File: src/rtl/l2_write_buffer.sv
// Write-back buffer between the cache arbiter and L2: absorbs dirty-line
// writebacks in a small FIFO, serves read hits locally, drains to L2 when idle.
module l2_write_buffer #(
  parameter int DEPTH = 4
) (
  input  logic         clk,
  input  logic         rst_n,
  input  logic [15:0]  arb_mem_address,
  input  logic         arb_mem_read,
  input  logic         arb_mem_write,
  input  logic [127:0] arb_mem_wdata,
  output logic         arb_mem_resp,
  output logic [127:0] arb_mem_rdata,
  output logic [15:0]  l2c_mem_address,
  output logic         l2c_mem_read,
  output logic         l2c_mem_write,
  output logic [127:0] l2c_mem_wdata,
  input  logic         l2c_mem_resp,
  input  logic [127:0] l2c_mem_rdata
);

  localparam int PW = $clog2(DEPTH);
  localparam logic [PW:0] FULL_CNT = (PW+1)'(DEPTH);

  typedef enum logic [1:0] {IDLE, L2_READ, DRAIN, ACK} state_t;

  state_t state, state_nxt;

  logic [DEPTH-1:0]         valid;
  logic [DEPTH-1:0][11:0]   line;
  logic [DEPTH-1:0][127:0]  data;
  logic [PW-1:0]            head, tail;
  logic [PW:0]              count;

  logic [11:0]      req_line;
  logic [DEPTH-1:0] match;
  logic             hit, full;
  logic [PW-1:0]    hit_idx;

  logic rd_hit, rd_miss, rd_done, coalesce, alloc, drain, drain_done;

  assign req_line = arb_mem_address[15:4];

  for (genvar i = 0; i < DEPTH; i++) begin : g_cmp
    assign match[i] = valid[i] && (line[i] == req_line);
  end

  assign hit  = |match;
  assign full = (count == FULL_CNT);

  // Valid lines are unique, so at most one match bit is set.
  always_comb begin
    hit_idx = '0;
    for (int i = 0; i < DEPTH; i++)
      if (match[i]) hit_idx = PW'(i);
  end

  always_ff @(posedge clk) begin
    if (!rst_n) state <= IDLE;
    else        state <= state_nxt;
  end

  // Upstream requests are only evaluated in IDLE, so the head being drained
  // can never be coalesced into: a matching write waits out the drain.
  always_comb begin
    state_nxt  = state;
    rd_hit     = 1'b0;
    rd_miss    = 1'b0;
    rd_done    = 1'b0;
    coalesce   = 1'b0;
    alloc      = 1'b0;
    drain      = 1'b0;
    drain_done = 1'b0;
    case (state)
      IDLE: begin
        if (arb_mem_read) begin
          if (hit) begin
            rd_hit    = 1'b1;
            state_nxt = ACK;
          end else begin
            rd_miss   = 1'b1;
            state_nxt = L2_READ;
          end
        end else if (arb_mem_write && hit) begin
          coalesce  = 1'b1;
          state_nxt = ACK;
        end else if (arb_mem_write && !full) begin
          alloc     = 1'b1;
          state_nxt = ACK;
        end else if (count != '0) begin
          drain     = 1'b1;
          state_nxt = DRAIN;
        end
      end
      L2_READ: begin
        if (l2c_mem_resp) begin
          rd_done   = 1'b1;
          state_nxt = ACK;
        end
      end
      DRAIN: begin
        if (l2c_mem_resp) begin
          drain_done = 1'b1;
          state_nxt  = IDLE;
        end
      end
      ACK:     state_nxt = IDLE;
      default: state_nxt = IDLE;
    endcase
  end

  // Line storage needs no reset; valid bits gate every use.
  always_ff @(posedge clk) begin
    if (coalesce) data[hit_idx] <= arb_mem_wdata;
    if (alloc) begin
      data[tail] <= arb_mem_wdata;
      line[tail] <= req_line;
    end
  end

  always_ff @(posedge clk) begin
    if (!rst_n) begin
      valid           <= '0;
      head            <= '0;
      tail            <= '0;
      count           <= '0;
      arb_mem_resp    <= 1'b0;
      arb_mem_rdata   <= '0;
      l2c_mem_read    <= 1'b0;
      l2c_mem_write   <= 1'b0;
      l2c_mem_address <= '0;
      l2c_mem_wdata   <= '0;
    end else begin
      arb_mem_resp  <= (state_nxt == ACK);
      l2c_mem_read  <= (state_nxt == L2_READ);
      l2c_mem_write <= (state_nxt == DRAIN);

      if (rd_hit)  arb_mem_rdata <= data[hit_idx];
      if (rd_done) arb_mem_rdata <= l2c_mem_rdata;

      if (rd_miss) l2c_mem_address <= arb_mem_address;
      if (drain) begin
        l2c_mem_address <= {line[head], 4'b0};
        l2c_mem_wdata   <= data[head];
      end

      // Allocation and drain completion happen in different states.
      if (alloc) begin
        valid[tail] <= 1'b1;
        tail        <= tail + 1'b1;
        count       <= count + 1'b1;
      end else if (drain_done) begin
        valid[head] <= 1'b0;
        head        <= head + 1'b1;
        count       <= count - 1'b1;
      end
    end
  end

endmodule

File: config.mk
export PLATFORM = sky130hd
export DESIGN_NAME = l2_write_buffer
export DESIGN_NICKNAME = d
export VERILOG_FILES = /design/src/rtl/l2_write_buffer.sv
export SDC_FILE = /design/constraint.sdc
export NUM_CORES = 2
export LEC_CHECK = 0
export ABC_CLOCK_PERIOD_IN_PS = 3350
export CORE_ASPECT_RATIO = 0.5
export CORE_MARGIN = 2
export CORE_UTILIZATION = 34
export DETAILED_ROUTE_END_ITERATION = 7
export PLACE_DENSITY = 0.55
export SYNTH_ARGS = -nofsm -noshare
export SYNTH_HDL_FRONTEND = slang
export SYNTH_SLANG_ARGS = --single-unit
File: constraint.sdc
create_clock -name clk -period 3.35 [get_ports clk]
set_clock_uncertainty 0.1 [all_clocks]
set_input_delay 0.5025 -clock clk [delete_from_list [all_inputs] [get_ports clk]]
set_output_delay 0.5025 -clock clk [all_outputs]
set_load 0.005 [all_outputs]
==> flow_summary.yaml <==
status:
  run_status: "completed"
logic_synthesis:
  avgSynthCellArea_um2: 11.0
  synthCells: 3293
  synth_compound_area_share_pct: 10.6
  synthAdderAreaFrac_pct: 0.311
  synth_top_family_by_area: "multiplexers"
  syn_nets: 3579
  synthMuxAreaShare_pct: 28.3
  ys_ff_latch: 848
  synth_area_um2: 36200
  ys_seq_area_share_pct: 48.3
  yosysWarnings: 0
  synth_edf_count: 48
  netlist-cell-type-count: 43
  async_flop_share_pct: 0
  synth_xor_area_share_pct: 1.26
  synthSimpleGateAreaFrac_pct: 7.53
  synthFlopType: "dfxtp_1"
routing:
  wl_per_cell_um: 22.2
  drt_first_iter_violations: 1508
  drcViolationCount: 0
  drt-total-wl_mm: 118
  via_count: 27760
  drt_pass1_iterations: 7
  via_per_inst: 5.21
  ant_nets: 0
global_routing:
  overflow: 0
  grt_usage_pct: 21.1
  grt_pass1_wl_mm: 178
  antenna_found_initial: 13
  busiest_layer: "met2"
  groute.layer.met3.usage_pct: 2.89
  grt_max_degree: 141
  grt_use_met2_pct: 37.4
  met1_usage_pct: 26.5
  grt_pass1_vias: 28229
clock_network:
  cts_tree: "done"
  cts.hold.buffers_added: 0
  clkTransAtPathRegs_ns: 0.06
  cts_sinks: 848
  cts_root_buf: "clkbuf_16"
  clock_latency_ns: 0.68
  cts_setup_buffers: 0
  h-tree-depth: 3
  cts_made_buffers: 81
  cts_resized: 0
  cts.path.max_buffers: 3
final_layout:
  drive_above_1_share_pct: 19.4
  fin_nets: 4118
  fillers: 9883
  utilization_pct: 44.9
  fin_cells: 5324
  design_area_um2: 47300
  syn_to_final_growth_pct: 30.9
placement:
  portBuffers: 551
  dpl.cell_count: 5168
  placed_area_um2: 44600
  hpwlAfterDp_mm: 80.1
  place_congestion: 0.864
  post-place-ws_ns: -0.532
floorplanning:
  die_area_um2: 109000
  rows: 84
  die_w_um: 465
  initial_core_util_pct: 34.3
  core_area_um2: 105000
  io_pins: 552
  die_y_um: 235
setup_path:
  worstReg2RegStart: "line[32]"
  crit_fanout: 33
  max_stage_delay_ns: 0.66
  crit_type: "in2reg"
  end_kind: "register"
  worstReg2RegEnd: "data[301]"
  cp_slowest_cell: "a22oi_2"
  path_cells: "clkdlybuf4s50_1, buf_4, xnor2_1, nand3_1, nor4_1, or4_1, nor3_4, a22oi_2, buf_12, mux2_1"
  reg2reg_slack_ns: 0.17
  worstPathArrival_ns: 3.64
  start_kind: "primary input"
  crit_required_ns: 3.80
  r2r_cells: 8
power_and_ir_drop:
  powerDensity_nw_per_um2: 593
  finalPower_mw: 28.1
  power_leakage_nw: 17.3
  peakVddDrop_mv: 0.389
timing:
  clock.fmax_ghz: 0.314
  finalCritPeriodShare_pct: 95.2
  setup_ws_ns: 0.162
  setup_viol: 0
  hold_violations: 0
  period_needed_ns: 3.19
  rsz0062_at_grt: "false"
  tightest_slew_ns: 0.775
  maxSlewHeadroom_pct: 48.3
  hold_ws_ns: 0.182
  slew_viol_final: 0
  tns_ns: 0
min_path:
  hold_class: "in2reg"
  min_from: "rst_n"
  holdPathEnd: "count[2]"
  worstHoldPathCells: 3
flow_run:
  drv_cap: 0
routing by layer:
| layer | vias to the layer above | routed length (µm) |
|---|---|---|
| li1 | 13170 | - |
| met1 | 13948 | 50800 |
| met2 | 491 | 60600 |
| met3 | 149 | 4030 |
| met4 | 2 | 2860 |
| met5 | - | 16 |
synth_stat cells, drive strengths merged, types with 2 or more instances:
library cell / instances / area share [%]
edfxtp: 48 / 4.0
ha: 9 / 0.31
xnor2: 51 / 1.2
nor4: 5 / 0.12
mux2i: 132 / 3.7
buf: 109 / 1.7
o211a: 2 / 0.055
inv: 7 / 0.073
mux4: 140 / 8.7
dfxtp: 800 / 44
a211oi: 3 / 0.062
o211ai: 128 / 2.7
nand2: 284 / 2.9
nand4: 8 / 0.14
nor2: 19 / 0.20
or4: 3 / 0.062
nand3: 270 / 3.7
mux2: 512 / 16
and2: 8 / 0.14
o21ai: 131 / 1.8
nor3: 5 / 0.10
clkbuf: 187 / 1.9
a22oi: 12 / 0.26
a21oi: 408 / 5.6
cell usage in the layout (no fill, tap or decap), types with 4 or more instances in the layout:
cell type	Yosys	final
a22oi_1	11	11
buf_4	6	135
diode_2	0	11
clkbuf_1	187	19
nand2_1	284	283
mux4_2	140	140
o211ai_1	128	128
and2_1	8	8
clkdlybuf4s50_1	0	550
clkbuf_16	0	81
mux2i_1	132	132
edfxtp_1	48	48
bufinv_16	0	5
dfxtp_1	800	798
xnor2_1	51	51
mux2_2	272	272
mux2_1	240	240
a21oi_1	408	407
nand3_1	270	269
ha_1	9	9
nor2_1	19	18
clkinv_2	0	11
clkbuf_8	0	17
buf_12	0	66
o21ai_0	131	131
nor3_1	4	4
inv_1	7	6
nand4_1	8	8
worst max-delay path, delay by kind of cell:
| family | cells | cell delay [ns] |
|---|---|---|
| compound gates | 1 | 0.66 |
| mux | 1 | 0.36 |
| xor+xnor | 1 | 0.25 |
| buf+inv | 3 | 0.92 |
| simple gates | 4 | 0.90 |
kinds of logic (layout without fill, tap and decap cells):
logic type,count (synthesis),after routing
muxes,784,784
xor gates and xnor gates,52,52
buffers and inverters,303,904
adders and majority gates,9,9
DFF,848,848
AOI/OAI and AO/OA,690,690
other,0,11
and+or+nand+nor,607,607
worst max path at each step:
stage	startpoint	to	cells after the start
2_1_floorplan	arb_mem_address[14]	line[0]	9
3_3_place_gp	arb_mem_address[12]	data[300]	10
3_5_place_dp	arb_mem_address[12]	data[311]	10
4_1_cts	line[32]	data[301]	8
5_1_grt	line[32]	data[306]	8
6_report	arb_mem_address[12]	data[301]	10
report_power, final:
group | leakage (nW) | switching, mW | internal, mW
sequential | 6.99 | 1.08 | 11.8
clock | 1.33 | 4.19 | 5.28
combinational | 9.00 | 2.29 | 3.43
sequential cells by signal (all words and copies together), names as in the netlist, 3 cells and up:
register,cells
l2c_mem_wdata,128
count,3
l2c_mem_address,16
arb_mem_rdata,128
data,512
valid,4
line,48
area by class of cell:
class	instances	area [µm²]	share of cell area [%]
Clock buffer	117	2330	4.93
Inverter	7	31.3	0.0661
Clock inverter	28	373	0.788
Antenna cell	11	27.5	0.0582
Sequential cell	848	17500	36.9
Timing Repair Buffer	752	7860	16.6
Tap cell	1419	1780	3.75
Multi-Input combinational cell	2142	17500	36.9
No activity file was read; power rests on OpenSTA's default activity.
